File: src/rtl/palette_pkg.sv
// Shared types and helpers for the PPU palette RAM controller: geometry,
// CPU handshake states, $3F1x mirroring and the grayscale mask.
package palette_pkg;

    localparam int PAL_ADDR_W = 5;
    localparam int PAL_DATA_W = 6;
    localparam int PAL_DEPTH  = 1 << PAL_ADDR_W;

    localparam logic [PAL_DATA_W-1:0] GRAY_MASK = 6'h30;

    typedef enum logic {
        C_IDLE = 1'b0,
        C_ACK  = 1'b1
    } cpu_state_t;

    // Sprite backdrop slots $3F10/$14/$18/$1C alias the background ones.
    function automatic logic [PAL_ADDR_W-1:0] pal_mirror(input logic [PAL_ADDR_W-1:0] addr);
        if (addr[4] && (addr[1:0] == 2'b00)) begin
            return {1'b0, addr[3:0]};
        end
        return addr;
    endfunction

endpackage

File: src/rtl/palette_ram.sv
// 32x6 palette storage: one shared read/write port, registered read data,
// every entry cleared by the asynchronous reset.
module palette_ram
    import palette_pkg::*;
(
    input  logic                  clk,
    input  logic                  rst,
    input  logic                  en,
    input  logic                  we,
    input  logic [PAL_ADDR_W-1:0] addr,
    input  logic [PAL_DATA_W-1:0] wdata,
    output logic [PAL_DATA_W-1:0] rdata
);

    logic [PAL_DATA_W-1:0] mem [PAL_DEPTH];

    // Read returns the pre-write contents; the arbiter never reads and
    // writes the same slot for two different masters in one cycle.
    always_ff @(posedge clk or posedge rst) begin
        if (rst) begin
            for (int i = 0; i < PAL_DEPTH; i++) begin
                mem[i] <= '0;
            end
            rdata <= '0;
        end else if (en) begin
            if (we) begin
                mem[addr] <= wdata;
            end
            rdata <= mem[addr];
        end
    end

endmodule

File: src/rtl/palette_ram_ctrl.sv
// Palette RAM arbiter between the pixel renderer and the CPU $2007 port.
// Define PAL_GRAYSCALE_EN to honour the grayscale input on the render output.
module palette_ram_ctrl
    import palette_pkg::*;
#(
    parameter int STARVE_MAX = 8
)
(
    input  logic                  Clk,
    input  logic                  Reset,
    input  logic                  pix_req,
    input  logic [PAL_ADDR_W-1:0] pix_idx,
    input  logic                  grayscale,
    output logic                  pix_valid,
    output logic [7:0]            color_code,
    input  logic                  cpu_req,
    input  logic                  cpu_we,
    input  logic [PAL_ADDR_W-1:0] cpu_addr,
    input  logic [PAL_DATA_W-1:0] cpu_wdata,
    output logic                  cpu_ack,
    output logic [PAL_DATA_W-1:0] cpu_rdata
);

    localparam int CNT_W = $clog2(STARVE_MAX + 1);
    localparam logic [CNT_W-1:0] STARVE_LIM = CNT_W'(STARVE_MAX);

    cpu_state_t            state;
    cpu_state_t            state_next;
    logic [CNT_W-1:0]      starve_cnt;
    logic                  cpu_pend;
    logic                  pix_grant;
    logic                  cpu_grant;
    logic                  ram_en;
    logic                  ram_we;
    logic [PAL_ADDR_W-1:0] ram_addr;
    logic [PAL_DATA_W-1:0] ram_rdata;
    logic [PAL_DATA_W-1:0] pix_entry;
    logic                  wr_p1;
    logic                  vld_p1;
    logic                  replay_p1;

    // Arbitration: renderer first unless the CPU has waited STARVE_MAX cycles.
    always_comb begin
        cpu_pend  = cpu_req && (state == C_IDLE);
        pix_grant = pix_req && (starve_cnt < STARVE_LIM);
        cpu_grant = cpu_pend && !pix_grant;
        ram_en    = pix_grant || cpu_grant;
        ram_we    = cpu_grant && cpu_we;
        ram_addr  = pix_grant ? pal_mirror(pix_idx) : pal_mirror(cpu_addr);
    end

    palette_ram u_ram (
        .clk   (Clk),
        .rst   (Reset),
        .en    (ram_en),
        .we    (ram_we),
        .addr  (ram_addr),
        .wdata (cpu_wdata),
        .rdata (ram_rdata)
    );

    always_ff @(posedge Clk or posedge Reset) begin
        if (Reset) begin
            starve_cnt <= '0;
        end else if (!cpu_pend || cpu_grant) begin
            starve_cnt <= '0;
        end else if (starve_cnt != STARVE_LIM) begin
            starve_cnt <= starve_cnt + CNT_W'(1);
        end
    end

    always_ff @(posedge Clk or posedge Reset) begin
        if (Reset) begin
            state <= C_IDLE;
        end else begin
            state <= state_next;
        end
    end

    always_comb begin
        state_next = state;
        case (state)
            C_IDLE:  if (cpu_grant) state_next = C_ACK;
            C_ACK:   state_next = C_IDLE;
            default: state_next = C_IDLE;
        endcase
    end

    // p1: access registered; remember whether the CPU slot was a write.
    always_ff @(posedge Clk or posedge Reset) begin
        if (Reset) begin
            wr_p1 <= 1'b0;
        end else if (cpu_grant) begin
            wr_p1 <= cpu_we;
        end
    end

    always_comb begin
        cpu_ack   = (state == C_ACK);
        cpu_rdata = (cpu_ack && !wr_p1) ? ram_rdata : '0;
    end

    // p1: render request tracked alongside the RAM read; a lost slot replays.
    always_ff @(posedge Clk or posedge Reset) begin
        if (Reset) begin
            vld_p1    <= 1'b0;
            replay_p1 <= 1'b0;
        end else begin
            vld_p1    <= pix_req;
            replay_p1 <= pix_req && !pix_grant;
        end
    end

`ifdef PAL_GRAYSCALE_EN
    assign pix_entry = grayscale ? (ram_rdata & GRAY_MASK) : ram_rdata;
`else
    logic gray_unused;
    assign gray_unused = grayscale;
    assign pix_entry   = ram_rdata;
`endif

    // p2: registered colour output towards palette_look_up.
    always_ff @(posedge Clk or posedge Reset) begin
        if (Reset) begin
            pix_valid  <= 1'b0;
            color_code <= 8'h00;
        end else begin
            pix_valid <= vld_p1;
            if (vld_p1 && !replay_p1) begin
                color_code <= {2'b00, pix_entry};
            end
        end
    end

endmodule
File: config.mk
export PLATFORM = sky130hd
export DESIGN_NAME = palette_ram_ctrl
export DESIGN_NICKNAME = d
export VERILOG_FILES = /design/src/rtl/palette_pkg.sv /design/src/rtl/palette_ram.sv /design/src/rtl/palette_ram_ctrl.sv
export SDC_FILE = /design/constraint.sdc
export NUM_CORES = 1
export LEC_CHECK = 0
export BUFFER_PORTS_ARGS = -buffer_cell sky130_fd_sc_hd__clkbuf_2
export CORE_MARGIN = 2
export CORE_UTILIZATION = 60
export CTS_CLUSTER_SIZE = 8
export DETAILED_ROUTE_END_ITERATION = 8
export PLACE_DENSITY_LB_ADDON = 0.3
export REMOVE_ABC_BUFFERS = 1
export SETUP_SLACK_MARGIN = 0.15
export SLEW_MARGIN = 0
export SYNTH_ARGS = -nofsm -noshare
export SYNTH_HDL_FRONTEND = slang
export SYNTH_SLANG_ARGS = --single-unit
File: constraint.sdc
create_clock -name Clk -period 17.56 [get_ports Clk]
set_clock_uncertainty 0.2 [all_clocks]
set_input_delay 3.512 -clock Clk [delete_from_list [all_inputs] [get_ports Clk]]
set_output_delay 3.512 -clock Clk [all_outputs]
set_load 0.02 [all_outputs]
# Word-level counts from Yosys, hierarchy flattened

Index checks and enable logic that the tools add are counted.

Add/subtract/negate cells: 1
Magnitude comparators: 3
Eq/ne operators: 1
Muxes and demuxes: 18
Bitwise operators: 2
Reductions and logical operators: 20

Operators by type and width:

| kind                                                                  | number |
|---|---|
| 192-bit bitwise mux                                                   | 1 |
| 6-bit binary-select mux with 5-bit select                             | 1 |
| 6-bit demux with 5-bit select                                         | 1 |
| 5-bit two-way mux                                                     | 5 |
| 6-bit two-way mux                                                     | 4 |
| 1-bit logical AND                                                     | 10 |
| 4-bit two-way mux                                                     | 2 |
| 6-bit greater-or-equal comparator (second input constant)             | 1 |
| 6-bit by 1-bit < comparator with 1-bit output (second input constant) | 1 |
| 5-bit inverter with 6-bit output                                      | 1 |
| 4-bit by 1-bit adder with 4-bit output (second input constant)        | 1 |
| 1-bit logical NOT                                                     | 4 |
| 2-bit logical NOT                                                     | 2 |
| 4-bit < comparator (second input constant)                            | 1 |
| 4-bit inequality test (second input constant)                         | 1 |
| 1-bit two-way mux                                                     | 3 |
| 1-bit logical OR                                                      | 2 |
| 1-bit case mux with 2 select lines                                    | 1 |
| 2-bit AND reduction                                                   | 1 |
| 2-bit nonzero test                                                    | 1 |
| 1-bit inverter                                                        | 1 |

Register bits: 213
Input bits: 22
Output and inout port bits: 16
Word-level logic and storage cells: 85

# Depth between registers and ports, before layout

Gate-level depths: netlist of the first run.

Word-level depth: 11
Gate-level depth with buffers: 8
Gate-level depth less buffers: 6

# Hierarchy

Synthesis of the first run repeated with hierarchy kept, for this count alone.

Cells, all modules: 694
Area total of the unflattened synthesis: 10,014.6 um^2

By module, submodules not included:

| module           | instances | cells each | area each (um^2) | sequential area each (um^2) |
|---|---|---|---|---|
| palette_ram      | 1         | 635        | 9,240.1          | 4,954.8 |
| palette_ram_ctrl | 1         | 59         | 774.5            | 375.4 |

# Least setup slack after synthesis of the first run

OpenSTA, ideal clock, no wires.

Path kind: input-to-reg
Start: input port pix_req
End: register u_ram.mem[162] (netlist bit)
Arrival time: 5.092 ns
Setup slack: 12.144 ns
Stages: 7
Path buffers: 2
Path through: buf_2 -> or4b_1 -> o31ai_1 -> buf_4 -> nand2_2 -> nor2_4 -> mux2_2

Word-level cells in the longest chain between the ends: 8
Elaborated cells between the ends (all ways): 14
Classes of those cells: order compare (2); mux (4); bitwise (1); reduce/logical (7)

Ends and longest elaborated chain:

| element                                                                                                                  | line                   | source |
|---|---|---|
| start, declared                                                                                                          | palette_ram_ctrl.sv:11 | `input logic pix_req,` |
| 1-bit logical AND *                                                                                                      | palette_ram_ctrl.sv:45 | `pix_grant = pix_req && (starve_cnt < STARVE_LIM);` |
| 5-bit two-way mux                                                                                                        | palette_ram_ctrl.sv:49 | `ram_addr = pix_grant ? pal_mirror(pix_idx) : pal_mirror(cpu_addr);` |
| 5-bit inverter with 6-bit output (not written as such)                                                                   | palette_ram.sv:27      | `mem[addr] <= wdata;` |
| 6-bit greater-or-equal comparator (not written as such) or 6-bit by 1-bit < comparator with 1-bit output (tied branches) | palette_ram.sv:27      |  |
| 1-bit logical AND (not written as such)                                                                                  | palette_ram.sv:27      |  |
| 6-bit two-way mux (not written as such)                                                                                  | palette_ram.sv:27      |  |
| 6-bit demux with 5-bit select                                                                                            | palette_ram.sv:27      |  |
| 192-bit bitwise mux                                                                                                      | palette_ram.sv:27      |  |
| end signal, assigned by index                                                                                            | palette_ram.sv:27      |  |
| end, declared                                                                                                            | palette_ram.sv:15      | `logic [PAL_DATA_W-1:0] mem [PAL_DEPTH];` |

Mark *: on every way between the ends. The rest lies on a longest branch, timed or not.
A chain may end at the register's enable or synchronous reset.

# Final worst setup path of the first run

Start: input port pix_req
End: register u_ram.mem[151] (netlist bit)

Same word-level chain as after synthesis.

==> flow_summary.ini, run 1 <==
[outcome]
status = complete, no violations

[sta]
tns_ns = 0
rsz0062_at_grt = no
fmax_mhz = 169
period_needed_ns = 5.93
setup_viol = 0
tightest_slew_ns = 0.943
finalHoldViolCount = 0
post-route-period-util_pct = 33.8
max_slew_margin_pct = 37.1
report.final.slew_viol_count = 0

[drt]
via_per_inst = 6.42
routed_wl_um = 21500
final_antenna_net_count = 0
drtIter0Drc = 513
post_drt_wl_per_cell_um = 22.9
route.detailed.drc = 0
drt_first_pass_iters = 5
vias = 6052

[synthesis]
yosys.area.top_type = dfrtp_1
synthArstFlopShare_pct = 100
synth_top_area_share_pct = 56.8
syn_area_um2 = 9380
ys_seq_elements = 213
netlist_instances = 729
seq_area_frac_synth_pct = 56.8
yosys-top-cells-count = dfrtp_1 (213), mux2_2 (157), a22oi_1 (96)
syn_avg_cell_area_um2 = 12.9
yosys_warnings = 0
yosys.cell_types.count = 37
synth_area_leaders = dfrtp_1 (57%), mux2_2 (19%), a22oi_1 (7.7%), a21oi_1 (2.6%), mux2_1 (2.2%)
synthFlopType = dfrtp_1
synth_edf_count = 0
synth_most_common_cell = dfrtp_1

[grt]
antenna_found_initial = 0
grt_usage_pct = 27.2
grt_pass1_vias = 6360
use_met3_pct = 3.51
grt.met2_usage_pct = 45.2
top_usage_layer = met2
grt_overflow = 0
globalRouteMet1Util_pct = 37.8
grt_max_degree = 139
grt_pass1_wl_um = 34900

[final_layout]
diodes = 0
nFillCells = 1066
register_area_um2 = 5330
post-route-util_pct = 68.1
multiInputGateArea_um2 = 3750
drive_gt1_share_pct = 35.5
num-nets-final = 756
areaGrowthSynthToFinish_pct = 10.7

[floorplan]
die_w_um = 129
rows = 45
dieArea_um2 = 16700
io_pins = 38
start_util_pct = 61.5
core_area_um2 = 15300
die_h_um = 129

[clocking]
tritoncts = built
htreeDepth = 1
hold_buffers = 0
clk_path_buf_depth = 3
clk_latency_ns = 0.53
cts_buffers = 30
ctsRootBufferMaster = clkbuf_16
clkSinkCount = 213
clk_pin_slew_ns = 0.05
cts_setup_buffers = 0
post_cts_resized = 0

[worst_setup_path]
path_cells = clkbuf_2, nor2b_1, buf_4, o31ai_4, buf_4, nand2_1, nor2_1, mux2_2
crit_slowest_cell = buf_4
worstPathRequired_ns = 17.76
path_max_fanout = 53
crit_arrival_ns = 6.13
cp_slowest_stage_delay_ns = 0.58
critPathMostFrequentCell = buf_4
startpoint_type = input port
cp-end-kind = flop
crit_type = input port to flop

[power_and_ir_drop]
power.leakage_uw = 0.00478
finalPower_uw = 1140
power_density_nw_per_um2 = 110
peakVddDrop_mv = 0.0720

[job]
maxCapViolCount = 0

[placement]
gp_congestion = 0.826
portBuffers = 34
dpl.hpwl_um = 12800

[worst_hold_path]
hold_class = flop to flop
[final cells by class]
cell class,count,share of cell area (%)
Timing Repair Buffer,41,2.14
Clock inverter,1,0.0482
Multi-Input combinational cell,439,36.1
Tap cell,211,2.54
Clock buffer,31,7.47
Sequential cell,213,51.3
Inverter,7,0.325
[cells by family after synthesis]
kind of cell | after synthesis | synth area share, %
xor gates and xnor gates | 1 | 0.0934
AOI/OAI and AO/OA | 161 | 12.0
DFF | 213 | 56.8
muxes | 176 | 21.1
other | 1 | 0.0400
and+or+nand+nor | 97 | 6.18
buffers and inverters | 78 | 3.44
adders and majority gates | 2 | 0.267
[placed cells by master (no fill, tap or decap), drive strengths merged, types with 4 or more instances in the layout]
master	n
a31oi	6
nor4	6
inv	7
nor2	32
o31ai	8
nand3	5
dfrtp	213
a22oi	96
nand4	9
and2	8
buf	7
nand2	14
nand2b	4
clkbuf	65
nor3	6
mux2	175
nand4bb	4
a21oi	48
[power breakdown]
| part | switching, uW | total [uW] | internal, uW |
|---|---|---|---|
| sequential | 19.1 | 546 | 527 |
| clock | 190 | 495 | 305 |
| combinational | 60.0 | 98.5 | 38.5 |
[final timing paths]
path	slack [ns]	startpoint	cells past startpoint	endpoint
max reg2reg	14.38	starve_cnt[3]	7	u_ram.mem[151]
min	0.17	vld_p1	0	pix_valid
min in group asynchronous	2.98	Reset	2	u_ram.mem[130]
min reg2reg	0.17	vld_p1	0	pix_valid
max	11.63	pix_req	8	u_ram.mem[151]
max in group asynchronous	12.65	Reset	3	u_ram.mem[86]
[per-layer routing]
| metal | part of all wire, % | vias up | wire length [um] |
|---|---|---|---|
| met5 | 0 | - | 0 |
| met4 | 2.5 | 0 | 546 |
| met3 | 4.6 | 43 | 993 |
| met2 | 49 | 182 | 10600 |
| met1 | 44 | 3165 | 9440 |
| li1 | - | 2662 | - |
[through the flow]
stage	hold slack [ns]	instances	worst slack, ns	cell area, um^2
finish	0.170	943	11.63	10400
global route	0.183	943	11.51	10400
CTS	0.171	943	11.68	10400
detailed placement	0.160	911	11.13	9600
global placement	0.157	911	11.18	9600
floorplan	0.154	659	8.03	9090
[sequential cells by signal, indices dropped and copies added, names as in the netlist]
signal,flops
color_code,6
vld_p1,1
wr_p1,1
pix_valid,1
u_ram.rdata,6
replay_p1,1
starve_cnt,4
cpu_ack,1
u_ram.mem,192
[worst max-delay path: cells and delay by family]
family | cells | cell delay [ns]
AOI/OAI and AO/OA | 1 | 0.18
buffers and inverters | 3 | 0.98
muxes | 1 | 0.40
and+or+nand+nor | 3 | 1.03
Power figures use the tool's default switching activity.
==> run 2: changes to the inputs <==
==> constraint.sdc (replaced) <==
create_clock -name Clk -period 6.2 [get_ports Clk]
set_clock_uncertainty 0.2 [all_clocks]
set_input_delay 1.24 -clock Clk [delete_from_list [all_inputs] [get_ports Clk]]
set_output_delay 1.24 -clock Clk [all_outputs]
set_load 0.02 [all_outputs]
==> run 2 against run 1 <==
Die area stayed put. Via count is 0.88% higher. Sequential share of layout area hardly changed. Largest power group unchanged. Final area hardly changed. Total power grew to 2.8 times the previous value. Clock power grew to 2.8 times the previous value.
==> flow_summary.ini, run 2 (same netlist as run 1, synthesis figures left out) <==
[drt]
via_per_inst = 6.47
drt_first_pass_iters = 4
route.detailed.drc = 0
drtIter0Drc = 381
final_antenna_net_count = 0
post_drt_wl_per_cell_um = 22.7
vias = 6105
routed_wl_um = 21500

[clocking]
clk_latency_ns = 0.52
cts_setup_buffers = 0
hold_buffers = 0
htreeDepth = 1
post_cts_resized = 0
clk_pin_slew_ns = 0.05
cts_buffers = 30
clk_path_buf_depth = 3
clkSinkCount = 213
tritoncts = built
ctsRootBufferMaster = clkbuf_16

[sta]
whs_ns = 0.173
fmax_mhz = 261
period_needed_ns = 3.83
post-route-period-util_pct = 61.7
tightest_slew_ns = 1.07
max_slew_margin_pct = 28.5
rsz0062_at_grt = no
finalWorstSetupSlack_ns = 2.37
finalHoldViolCount = 0
setup_viol = 0
report.final.slew_viol_count = 0

[final_layout]
largest_register = u_ram.mem
largest_register_ffs = 192
fin_area_um2 = 10400
reg_top3 = u_ram.mem: 192 flops, color_code: 6 flops, u_ram.rdata: 6 flops
areaGrowthSynthToFinish_pct = 10.8
diodes = 0
drive_gt1_share_pct = 35.6
num-nets-final = 757
final_common_cell = dfrtp_1
layout_common_cells = dfrtp_1 (213), mux2_2 (157), a22oi_1 (96)

[worst_setup_path]
path_max_fanout = 50
r2r-start = starve_cnt[3]
r2r_slack_ns = 2.85
crit_arrival_ns = 3.99
cp-end-kind = flop
crit_type = input port to flop
crit_slowest_cell = nor4_1
worstPathRequired_ns = 6.36
timing.rr.end = u_ram.rdata[2]
critPathMostFrequentCell = buf_4
startpoint_type = input port
path_cells = clkbuf_2, nor2b_1, buf_4, o31ai_4, buf_4, a22oi_1, a21oi_1, nor4_1, a31oi_1
cp_slowest_stage_delay_ns = 0.65
rr_worst_depth = 8

[floorplan]
io_pins = 38
start_util_pct = 61.5
rows = 45
dieArea_um2 = 16700
core_area_um2 = 15300
die_h_um = 129
die_w_um = 129

[grt]
grt_overflow = 0
grt_max_degree = 163
grt_pass1_wl_um = 34800
antenna_found_initial = 0
grt_pass1_vias = 6538
grt_usage_pct = 27.1

[placement]
dpl.hpwl_um = 13000
gp_congestion = 0.864
portBuffers = 34
placed_area_um2 = 9610
dp_worst_setup_slack_ns = 1.94

[power_and_ir_drop]
power_density_nw_per_um2 = 310
power.leakage_uw = 0.00478
peakVddDrop_mv = 0.187

[worst_hold_path]
min_to = pix_valid
hold_class = flop to flop
hold_path_depth = 0
hp-start = vld_p1

[job]
maxCapViolCount = 0

[outcome]
status = complete, no violations
run 2: cell types whose count changed in the layout (fill, tap and decap cells not counted):
cell / previous run / this run
buf_4: 7 / 8
run 2: critical path: cells and delay by family:
family / cells / cell delay (ns)
AO/OA/AOI/OAI: 4 / 0.68
AND/OR/NAND/NOR: 2 / 1.17
buffers and inverters: 3 / 0.88
run 2: worst max-delay path by stage:
| stage | slack [ns] | cells past startpoint | startpoint | endpoint |
|---|---|---|---|---|
| final | 2.37 | 9 | pix_req | u_ram.rdata[2] |
| after global routing | 2.07 | 9 | pix_req | u_ram.rdata[2] |
| after CTS | 2.38 | 9 | pix_req | u_ram.rdata[2] |
| after detailed placement | 1.94 | 9 | pix_req | u_ram.rdata[2] |
| after global placement | 2.01 | 9 | pix_req | u_ram.rdata[2] |
| after floorplan | -1.06 | 1 | Reset | color_code[0] |
run 2: power breakdown:
part | switching (uW) | leakage [uW] | total (uW) | internal, uW
sequential | 53.8 | 0.00291 | 1550 | 1490
clock | 532 | 0.000386 | 1400 | 863
combinational | 169 | 0.00149 | 279 | 110
total | 755 | 0.00478 | 3220 | 2470
run 2: area by class of cell:
cell class,instances,area (um^2)
Clock buffer,31,776
Tap cell,211,264
Inverter,7,33.8
Multi-Input combinational cell,439,3750
Sequential cell,213,5330
Fill cell,1071,4870
Timing Repair Buffer,42,230
Clock inverter,1,5.00
run 2: per-layer routing:
metal / vias up / track usage, % / part of all wire, % / routed length, um
met5: - / 0 / 0 / 0
met4: 0 / 10.3 / 3.5 / 748
met3: 46 / 4.50 / 5.1 / 1090
met2: 216 / 46.0 / 49 / 10500
met1: 3191 / 35.5 / 43 / 9150
li1: 2652 / - / - / -
run 2: through the flow:
stage,util (%),cells,TNS (ns),total power [uW]
4_1_cts,68.1,944,0,3240
3_5_place_dp,63.0,912,0,1850
3_3_place_gp,63.0,912,0,1820
5_1_grt,68.1,944,0,3350
2_1_floorplan,-,659,-226.33,1740
6_report,68.1,944,0,3220
